`src/rtl/uart_tx_engine.sv`:
```
// uart_tx_engine: UART transmit serializer fed by a registered-read sync FIFO.
// Frame: start bit, DATA_BITS data bits LSB first, optional parity bit,
// then STOP_BITS stop bits. Each bit lasts baud_div+1 clocks.
// Optional feature macro: UART_TX_PARITY_EN (adds the PARITY state).
module uart_tx_engine #(
   parameter int DATA_BITS = 8,
   parameter int STOP_BITS = 1
) (
   input  logic                 clk,
   input  logic                 reset,
   input  logic                 tx_enable,
   input  logic [15:0]          baud_div,
   input  logic                 parity_odd,
   input  logic                 fifo_empty,
   output logic                 fifo_rd_en,
   input  logic [DATA_BITS-1:0] fifo_rd_data,
   output logic                 txd,
   output logic                 busy,
   output logic                 frame_done
);

   typedef enum logic [2:0] {
      ST_IDLE   = 3'd0,
      ST_FETCH  = 3'd1,
      ST_LOAD   = 3'd2,
      ST_START  = 3'd3,
      ST_DATA   = 3'd4,
      ST_PARITY = 3'd5,
      ST_STOP   = 3'd6
   } state_t;

   state_t                state_q, state_d;
   logic [DATA_BITS-1:0]  shift_q, shift_d;
   logic [15:0]           baud_q, baud_d;
   logic [15:0]           baud_cnt_q, baud_cnt_d;
   logic [3:0]            bit_cnt_q, bit_cnt_d;
   logic                  par_q, par_d;
   logic                  txd_q, txd_d;
   logic                  rd_en_q, rd_en_d;
   logic                  busy_q, busy_d;
   logic                  done_q, done_d;
   logic                  bit_end_s;
   logic                  in_bit_s;

`ifdef UART_TX_PARITY_EN
   // Parity over the data word, inverted for odd parity.
   function automatic logic calc_parity(input logic [DATA_BITS-1:0] data,
                                        input logic odd);
      return (^data) ^ odd;
   endfunction
`else
   logic unused_parity_s;
   assign unused_parity_s = parity_odd;
`endif

   assign bit_end_s = (baud_cnt_q == baud_q);
   assign in_bit_s  = (state_q == ST_START) || (state_q == ST_DATA) ||
                      (state_q == ST_PARITY) || (state_q == ST_STOP);

   // State register, datapath registers and registered outputs.
   always_ff @(posedge clk) begin
      if (reset) begin
         state_q    <= ST_IDLE;
         shift_q    <= '0;
         baud_q     <= 16'd0;
         baud_cnt_q <= 16'd0;
         bit_cnt_q  <= 4'd0;
         par_q      <= 1'b0;
         txd_q      <= 1'b1;
         rd_en_q    <= 1'b0;
         busy_q     <= 1'b0;
         done_q     <= 1'b0;
      end else begin
         state_q    <= state_d;
         shift_q    <= shift_d;
         baud_q     <= baud_d;
         baud_cnt_q <= baud_cnt_d;
         bit_cnt_q  <= bit_cnt_d;
         par_q      <= par_d;
         txd_q      <= txd_d;
         rd_en_q    <= rd_en_d;
         busy_q     <= busy_d;
         done_q     <= done_d;
      end
   end

   // Bit-period counter: counts 0..baud_q inside bit states, held at 0 elsewhere.
   always_comb begin
      baud_cnt_d = 16'd0;
      if (in_bit_s) begin
         if (bit_end_s) begin
            baud_cnt_d = 16'd0;
         end else begin
            baud_cnt_d = baud_cnt_q + 16'd1;
         end
      end else begin
         baud_cnt_d = 16'd0;
      end
   end

   // Next-state logic, shift register, latched frame settings and bit counter.
   always_comb begin
      state_d   = state_q;
      shift_d   = shift_q;
      baud_d    = baud_q;
      bit_cnt_d = bit_cnt_q;
      par_d     = par_q;
      case (state_q)
         ST_IDLE: begin
            if (tx_enable && !fifo_empty) begin
               state_d = ST_FETCH;
            end else begin
               state_d = ST_IDLE;
            end
         end
         ST_FETCH: begin
            state_d = ST_LOAD;
         end
         ST_LOAD: begin
            shift_d   = fifo_rd_data;
            baud_d    = baud_div;
            bit_cnt_d = 4'd0;
`ifdef UART_TX_PARITY_EN
            par_d     = calc_parity(fifo_rd_data, parity_odd);
`else
            par_d     = 1'b0;
`endif
            state_d   = ST_START;
         end
         ST_START: begin
            if (bit_end_s) begin
               state_d = ST_DATA;
            end else begin
               state_d = ST_START;
            end
         end
         ST_DATA: begin
            if (bit_end_s) begin
               shift_d = {1'b0, shift_q[DATA_BITS-1:1]};
               if (bit_cnt_q == 4'(DATA_BITS - 1)) begin
                  bit_cnt_d = 4'd0;
`ifdef UART_TX_PARITY_EN
                  state_d   = ST_PARITY;
`else
                  state_d   = ST_STOP;
`endif
               end else begin
                  bit_cnt_d = bit_cnt_q + 4'd1;
               end
            end else begin
               state_d = ST_DATA;
            end
         end
`ifdef UART_TX_PARITY_EN
         ST_PARITY: begin
            if (bit_end_s) begin
               state_d = ST_STOP;
            end else begin
               state_d = ST_PARITY;
            end
         end
`endif
         ST_STOP: begin
            if (bit_end_s) begin
               if (bit_cnt_q == 4'(STOP_BITS - 1)) begin
                  bit_cnt_d = 4'd0;
                  state_d   = ST_IDLE;
               end else begin
                  bit_cnt_d = bit_cnt_q + 4'd1;
               end
            end else begin
               state_d = ST_STOP;
            end
         end
         default: begin
            state_d = ST_IDLE;
         end
      endcase
   end

   // Output decode from the next state so every output leaves a flop.
   always_comb begin
      txd_d = 1'b1;
      case (state_d)
         ST_START:  txd_d = 1'b0;
         ST_DATA:   txd_d = shift_d[0];
`ifdef UART_TX_PARITY_EN
         ST_PARITY: txd_d = par_d;
`endif
         default:   txd_d = 1'b1;
      endcase
      rd_en_d = (state_d == ST_FETCH);
      busy_d  = (state_d != ST_IDLE);
      done_d  = (state_q == ST_STOP) && (state_d == ST_IDLE);
   end

   assign txd        = txd_q;
   assign fifo_rd_en = rd_en_q;
   assign busy       = busy_q;
   assign frame_done = done_q;

endmodule

```
`config.mk`:
```
export PLATFORM = sky130hd
export DESIGN_NAME = uart_tx_engine
export DESIGN_NICKNAME = d
export VERILOG_FILES = /design/src/rtl/uart_tx_engine.sv
export SDC_FILE = /design/constraint.sdc
export NUM_CORES = 1
export LEC_CHECK = 0
export ABC_AREA = 1
export CAP_MARGIN = 25
export CORE_ASPECT_RATIO = 0.9
export CORE_MARGIN = 4
export CORE_UTILIZATION = 57
export CTS_BUF_LIST = sky130_fd_sc_hd__clkbuf_2
export CTS_CLUSTER_SIZE = 30
export DETAILED_ROUTE_END_ITERATION = 8
export PLACE_DENSITY = 0.79
export SLEW_MARGIN = 20
export SYNTH_ARGS = -nofsm -noshare
export SYNTH_HDL_FRONTEND = slang
export SYNTH_SLANG_ARGS = --single-unit
```
`constraint.sdc`:
```
create_clock -name clk -period 2.6 [get_ports clk]
set_clock_uncertainty 0.2 [all_clocks]
set_input_delay 0.65 -clock clk [delete_from_list [all_inputs] [get_ports clk]]
set_output_delay 0.65 -clock clk [all_outputs]
set_load 0.02 [all_outputs]
```
==> flow_summary.toml <==
[route]
num_vias = 2276
drtIter0Drc = 112
first_pass_iters = 4
wl_mm = 4.923
avgViaCountPerCell = 4.980
ant_nets = 0
drc = 0
wl_per_cell_microns = 10.77

[final_layout]
synthToLayoutAreaGrowth_pct = 17.84
nFillCells = 378
antenna_cells = 0
fin_nets = 428
drive_above_1_share = 0.09320
layout.area.seq_sq_mm = 0.001021
multi_input_area_sq_mm = 0.001236

[worst_setup_path]
worst_setup_path_end_kind = "output port"
crit_arrival_ps = 1390
crit_chain = "clkdlybuf4s50_1"
cp.buffers_inverters = 1
critical-path-slowest-cell = "clkdlybuf4s50_1"
path_class = "reg2out"
cp_top_family = "buffers and inverters"
cpPeakStageDelay_ps = 600
crit_path_max_fanout = 1
required_ps = 1750
worst_setup_path_start_kind = "flip-flop"
worst-r2r-setup-slack_ps = 510

[logic_synthesis]
ys_seq_elements = 51
syn_nets = 394
synth-seq-area-share = 0.4078
synth_compound_area_frac = 0.1374
synth_mux_area_frac = 0
synth_edf_count = 0
synth_xor_area_frac = 0.006997
yosysMostFrequentCell = "nand2_1"
synthCells = 362
yosysUniqueCellTypes = 30
synthArstFlopShare = 0
yosysTopAreaCellShare = 0.4078
yosysWarningCount = 0
synth_area_leader_cell = "dfxtp_1"
synth_area_leaders = "dfxtp_1 41%, nand2_1 16%, inv_1 7.8%"
syn_area_sq_mm = 0.002504
synthTopCellsByCount = "104 x nand2_1, 52 x inv_1, 51 x dfxtp_1, 33 x nor2_1, 27 x a21oi_1"
ys.flop_type = "dfxtp_1"
synth.avg_cell_area_sq_um = 6.916
synthSimpleGateAreaFrac = 0.3343
synth_top_family_by_area = "simple AND/OR/NAND/NOR gates"
synthAdderAreaFrac = 0.01499

[timing]
finalHoldViolCount = 0
slew_headroom = 0.5435
tightest_slew_ps = 684.0
fin_setup_tns_ps = 0
finalMaxSlewViolations = 0
whs_ps = 277.1
grt_setup_unrepaired = "false"
setup_viol = 0
fin_crit_sh = 0.8599
layout_min_cycle_time_ps = 2236
fmax_mhz = 447.3

[floorplan]
initial_core_util = 0.6023
die_w_microns = 77.86
std_cell_rows = 22
dieHeight_microns = 70.88
ios = 33
core_sq_mm = 0.004156
die_area_sq_mm = 0.005518

[status]
status = "finished, final reports clean"

[clocking]
clk_pin_slew_ps = 230
post_cts.repair.setup_buffers = 0
htreeDepth = 2
cts_tree = "built"
cts_buffer_depth = 2
cts_resized = 0
root_buffer = "clkbuf_2"
clock-sinks = 51
insertion_delay_ps = 420
ctsHoldBuffers = 0
numCtsBuffers = 5

[power]
leakage_uw = 0.001194
peakVddDrop_mv = 0.2980
power.density_mw_per_mm2 = 571.4

[global_route]
grt_max_degree = 23
grt_pass1_vias = 2139
grt_overflow = 0
track_usage = 0.1929
grt_pass1_wl_mm = 8.797
antenna_found_initial = 0

[place]
portBuffers = 31
place_congestion = 0.8564
dp_hpwl_mm = 3.819

[hold_path]
hold_path.class = "reg2reg"

[run]
maxCapViolCount = 0
[layer usage]
metal	share of wire	GRT usage	vias up
li1	-	-	1206
met4	0.011	0.04941	0
met2	0.46	0.3222	40
met1	0.49	0.2526	1023
met5	0	0	-
met3	0.036	0.04326	7
[cell families after synthesis]
logic type,after synthesis
flops,51
compound gates,61
fa+ha+maj,3
buf+inv,65
simple gates,180
xor+xnor,2
[layout by cell type, fill, tap and decap left out, drive strengths merged]
cell type / instances
a211oi: 1
a21oi: 28
a31oi: 7
buf: 4
bufinv: 1
clkbuf: 5
clkdlybuf4s50: 31
clkinv: 2
dfxtp: 51
ha: 3
inv: 57
nand2: 110
nand3: 10
nand3b: 2
nand4: 3
nor2: 36
nor3: 12
nor3b: 5
nor4: 1
o211ai: 1
o21ai: 24
or3: 1
xor2: 2
[cell type report]
class                           count  share of cell area
Multi-Input combinational cell    246              0.4190
Inverter                           57             0.07252
Clock buffer                        5            0.008482
Clock inverter                      3             0.01315
Tap cell                           60             0.02545
Sequential cell                    51              0.3461
Timing Repair Buffer               35              0.1154
[stage by stage]
stage | util | setup WS [ps] | cell area (sq um) | std cells | power (uW)
5_1_grt | 0.7098 | 288.4 | 2950 | 457 | 1790
3_3_place_gp | 0.6945 | 526.7 | 2887 | 449 | 1294
3_5_place_dp | 0.6945 | 492.2 | 2887 | 449 | 1304
6_report | 0.7098 | 364.1 | 2950 | 457 | 1686
2_1_floorplan | - | 811.4 | 2504 | 362 | 1187
4_1_cts | 0.7098 | 327.7 | 2950 | 457 | 1701
[where the power goes]
part	total [uW]	switching, uW	internal [uW]
clock network	401	243	158
logic	411	245	166
registers	874	32.5	842
total	1690	520	1170
[path summary, 6_finish.rpt]
path                                    start        endpoint  depth (start not counted)
worst min-delay path               shift_q[7]      shift_q[7]                          2
worst max-delay path                      txd             txd                          1
worst max register to register  baud_cnt_q[0]  baud_cnt_q[14]                         10
worst min register to register     shift_q[7]      shift_q[7]                          2
[flip-flops by register name, summed over array words and instances (netlist names)]
register,count
baud_cnt_q,16
txd,1
frame_done,1
shift_q,8
state_q,3
busy,1
bit_cnt_q,4
baud_q,16
fifo_rd_en,1
(Power assumes the default switching activity.)
==> RTL change 1, RTL diff (config.mk and constraints unchanged) <==
Set the parameter `DATA_BITS` to 7 (it was 8).
--- a/src/rtl/uart_tx_engine.sv
+++ b/src/rtl/uart_tx_engine.sv
@@ -4,5 +4,5 @@
 // Optional feature macro: UART_TX_PARITY_EN (adds the PARITY state).
 module uart_tx_engine #(
-   parameter int DATA_BITS = 8,
+   parameter int DATA_BITS = 7,
    parameter int STOP_BITS = 1
 ) (
Ports: changed (resized fifo_rd_data); port bits go from 33 to 32. No check against the original RTL was run, so the function may have changed too.
==> RTL change 1 against the original RTL <==
Cell area down 2.9%; cell count down 2.6%; synthesized area down 2.5%; largest power group unchanged; routed wire length down 0.81%; highest routed layer unchanged; critical path type is now flop to flop; power down 12%; sequential cell count down 1; global-route usage down 0.33 points; worst setup slack worse by 28 ps.
==> RTL change 1: results (changes against the original RTL) <==
{| class="wikitable"
! Metric !! Value
|-
| Reg2reg start || baud_cnt_q[8]$_SDFF_PP0_ (was baud_cnt_q[0]$_SDFF_PP0_)
|-
| Met1 Routed Length || 2690 µm (was 2430 µm)
|-
| Top cell types by occurrence after synthesis || sky130_fd_sc_hd__nand2_1, sky130_fd_sc_hd__dfxtp_1, sky130_fd_sc_hd__inv_1 (was sky130_fd_sc_hd__nand2_1, sky130_fd_sc_hd__inv_1, sky130_fd_sc_hd__dfxtp_1)
|-
| Input/output buffers || 30 (was 31)
|-
| Post-detailed-placement half-perimeter wirelength || 3760 µm (was 3820 µm)
|-
| Cell family with the largest share of critical-path delay || simple AND/OR/NAND/NOR gates (was buffers and inverters)
|-
| Total wire length after detailed routing || 4880 µm (was 4920 µm)
|-
| Met2 layer usage reported by global route || 26.6% (was 32.2%)
|-
| Dominant cells by area after synthesis || sky130_fd_sc_hd__dfxtp_1, sky130_fd_sc_hd__nand2_1, sky130_fd_sc_hd__inv_1 (unchanged)
|-
| Start point of the worst hold path || baud_q[2]$_SDFFE_PP0P_ (was shift_q[7]$_SDFFE_PP0P_)
|-
| Maximum net fanout on the critical path || 6 (was 1)
|-
| Status || completed (unchanged)
|-
| Share of layout cells above drive strength 1 || 10.1% (was 9.32%)
|-
| Maximum number of pins on one net before global-route repair || 32 (was 23)
|-
| Via density || 5.00 (was 4.98)
|-
| Leakage power total || 1.16 nW (was 1.19 nW)
|-
| Global-route track usage on met3 || 4.25% (was 4.33%)
|-
| Count of fill cells added during filler insertion || 379 (was 378)
|-
| Synth cell types || 26 (was 30)
|-
| Via count of the first global-routing pass || 1889 (was 2139)
|-
| Slowest cell delay on critical path || 490 ps (was 600 ps)
|-
| Nets in the synthesized netlist || 390 (was 394)
|-
| Transition time at the pin with the least slew margin || 378 ps (was 684 ps)
|-
| Global placer's final weighted congestion || 0.921 (was 0.856)
|-
| FF-to-FF End || bit_cnt_q[3]$_SDFFE_PP0P_ (was baud_cnt_q[14]$_SDFF_PP0_)
|-
| Overall routing resource usage || 19.0% (was 19.3%)
|-
| First-pass GRT wire length || 8460 µm (was 8800 µm)
|-
| Met2 routed WL || 1980 µm (was 2260 µm)
|-
| Slowest stage cell, crit path || sky130_fd_sc_hd__dfxtp_1 (was sky130_fd_sc_hd__clkdlybuf4s50_1)
|-
| Portion of the post-synthesis area used by sequential elements || 41.0% (was 40.8%)
|-
| Worst supply voltage drop on vdd || 0.378 mV (was 0.298 mV)
|-
| DR WL met3 || 161 µm (was 176 µm)
|}
[RTL change 1: cells by family (layout without fill, tap and decap cells)]
family | after synthesis | in the layout | share of synthesized area, %
and+or+nand+nor | 186 | 186 | 34.1
buffers and inverters | 61 | 100 | 10.0
AOI/OAI and AO/OA | 56 | 56 | 12.5
DFF | 50 | 50 | 41.0
adders and majority gates | 4 | 4 | 2.05
xor gates and xnor gates | 1 | 1 | 0.359
[RTL change 1: how the worst max path moves through the flow]
stage,start,endpoint,slack (ps)
detailed placement,baud_cnt_q[5]$_SDFF_PP0_,bit_cnt_q[3]$_SDFFE_PP0P_,400
finish,baud_cnt_q[8]$_SDFF_PP0_,bit_cnt_q[3]$_SDFFE_PP0P_,340
floorplan,baud_cnt_q[0]$_SDFF_PP0_,baud_cnt_q[14]$_SDFF_PP0_,730
CTS,txd$_SDFF_PP1_,txd,350
global route,baud_cnt_q[11]$_SDFF_PP0_,bit_cnt_q[3]$_SDFFE_PP0P_,20
global placement,baud_cnt_q[5]$_SDFF_PP0_,busy$_SDFF_PP0_,440
[RTL change 1: through the flow]
step	power, mW	hold slack, ps	setup WS [ps]	cell area, µm²	cells
global placement	1.18	255	436	2830	437
CTS	1.49	284	346	2870	445
floorplan	1.09	240	728	2440	358
detailed placement	1.19	258	401	2830	437
global route	1.57	302	21.9	2870	445
finish	1.48	281	336	2870	445
[RTL change 1: cell type report]
cell class,instances,share of cell area [%]
inverter,52,6.81
timing repair buffer,40,13.1
tap,48,2.10
sequential,50,34.9
clock inverter,2,0.306
clock buffer,6,1.05
multi-input combinational,247,41.7
[RTL change 1: power breakdown]
group | switching (mW) | internal [mW] | leakage, nW | total [mW]
registers | 0.0241 | 0.810 | 0.406 | 0.834
clock network | 0.235 | 0.0662 | 0.0304 | 0.302
logic | 0.204 | 0.138 | 0.728 | 0.343
==> RTL change 2, RTL diff (same flow settings) <==
Without the edit above. Re-encode `state_t` (7 states) as Gray code, 3 bits wide.
--- a/src/rtl/uart_tx_engine.sv
+++ b/src/rtl/uart_tx_engine.sv
@@ -21,11 +21,11 @@
 
    typedef enum logic [2:0] {
-      ST_IDLE   = 3'd0,
-      ST_FETCH  = 3'd1,
-      ST_LOAD   = 3'd2,
-      ST_START  = 3'd3,
-      ST_DATA   = 3'd4,
-      ST_PARITY = 3'd5,
-      ST_STOP   = 3'd6
+      ST_IDLE   = 3'b000,
+      ST_FETCH  = 3'b001,
+      ST_LOAD   = 3'b011,
+      ST_START  = 3'b010,
+      ST_DATA   = 3'b110,
+      ST_PARITY = 3'b111,
+      ST_STOP   = 3'b101
    } state_t;
 
Function: same outputs for any inputs over 10 cycles, from zero or initial values and one cycle with reset high; not proved beyond that.
==> RTL change 2 against the original RTL <==
Routed wire length up 3.4%; synthesized area up 2.6%; power down 21%; sequential cell count is the same; synthesized cell count grew 7.5%; cell area barely moved; worst setup slack worse by 3.2 ps; critical path depth unchanged; sequential power fell by 6.6%; largest cell class unchanged.
==> RTL change 2: results (changes against the original RTL) <==
{| class="wikitable"
! Metric !! Value
|-
| Synth cell types || 27 (was 30)
|-
| Reg2reg start || baud_cnt_q[14]$_SDFF_PP0_ (was baud_cnt_q[0]$_SDFF_PP0_)
|-
| Instance count of the mapped netlist || 389 (was 362)
|-
| Final net count || 452 (was 428)
|-
| Portion of the post-synthesis area used by sequential elements || 39.7% (was 40.8%)
|-
| Total wire length after detailed routing || 5090 µm (was 4920 µm)
|-
| Share of layout cells above drive strength 1 || 8.10% (was 9.32%)
|-
| Dominant cells by area after synthesis || sky130_fd_sc_hd__dfxtp_1, sky130_fd_sc_hd__nand2_1, sky130_fd_sc_hd__nor2_1 (was sky130_fd_sc_hd__dfxtp_1, sky130_fd_sc_hd__nand2_1, sky130_fd_sc_hd__inv_1)
|-
| Status || completed (unchanged)
|-
| Leakage power total || 1.22 nW (was 1.19 nW)
|-
| First-pass GRT wire length || 8980 µm (was 8800 µm)
|-
| Maximum number of pins on one net before global-route repair || 33 (was 23)
|-
| Overall routing resource usage || 19.6% (was 19.3%)
|-
| Nets in the synthesized netlist || 421 (was 394)
|-
| Top cell types by occurrence after synthesis || sky130_fd_sc_hd__nand2_1, sky130_fd_sc_hd__nor2_1, sky130_fd_sc_hd__dfxtp_1 (was sky130_fd_sc_hd__nand2_1, sky130_fd_sc_hd__inv_1, sky130_fd_sc_hd__dfxtp_1)
|-
| Via density || 4.98 (about the same)
|-
| Routed via count || 2389 (was 2276)
|-
| Synth Area in Adders || 1.46% (was 1.50%)
|-
| Global placer's final weighted congestion || 0.935 (was 0.856)
|-
| Transition time at the pin with the least slew margin || 582 ps (was 684 ps)
|-
| Post-detailed-placement half-perimeter wirelength || 3780 µm (was 3820 µm)
|-
| Via count of the first global-routing pass || 2100 (was 2139)
|-
| Synthesized-area fraction occupied by xor and xnor cells || 0.341% (was 0.700%)
|-
| Share of the synthesized area in compound gates (AO/OA/AOI/OAI) || 10.4% (was 13.7%)
|-
| Total instance count after detailed placement || 473 (was 449)
|-
| Diodes inserted || 0 (unchanged)
|-
| Worst supply voltage drop on vdd || 0.366 mV (was 0.298 mV)
|}
-- RTL change 2: power groups by stage --
| stage | combinational, mW | sequential (mW) | clock, mW |
|---|---|---|---|
| floorplan | 0.142 | 0.835 | 0 |
| global placement | 0.211 | 0.830 | 0 |
| detailed placement | 0.215 | 0.831 | 0 |
| CTS | 0.216 | 0.816 | 0.303 |
| global route | 0.239 | 0.819 | 0.335 |
| finish | 0.215 | 0.816 | 0.295 |
-- RTL change 2: worst paths after layout --
check                      endpoint  slack (ps)  depth (start not counted)
max                             txd         360                          1
min          baud_q[5]$_SDFFE_PP0P_         290                          2
max reg2reg   frame_done$_SDFF_PP0_         550                         12
min reg2reg  baud_q[5]$_SDFFE_PP0P_         290                          2
-- RTL change 2: area by class of cell --
| cell class | count | area, µm² |
|---|---|---|
| multi-input cells | 267 | 1260 |
| fillers | 414 | 1260 |
| flip-flops and latches | 51 | 1020 |
| repair buffers | 34 | 333 |
| inverters | 61 | 229 |
| well taps | 60 | 75.1 |
| clock buffers | 5 | 25.0 |
| clock inverters | 2 | 8.76 |
-- RTL change 2: kinds of logic (layout without fill, tap and decap cells) --
group                    count (synthesis)  in the layout
AO/OA/AOI/OAI                           52             52
adder cells (fa/ha/maj)                  3              3
XOR/XNOR                                 1              1
AND/OR/NAND/NOR                        211            211
flip-flops                              51             51
buffers and inverters                   71            102
-- RTL change 2: routing by layer --
metal | GRT usage, % | routed length [µm]
met1 | 28.1 | 2560
met2 | 29.6 | 2170
met3 | 3.89 | 311
met4 | 6.41 | 52
met5 | 0 | 0
-- RTL change 2: metrics by stage --
step                      cell area, µm²  utilization (%)  setup WS [ps]
after floorplan                     2570                -            888
after global placement              2920             69.3            367
after detailed placement            2920             69.3            390
after CTS                           2950             70.1            345
after global routing                2950             70.1            264
final                               2950             70.1            361
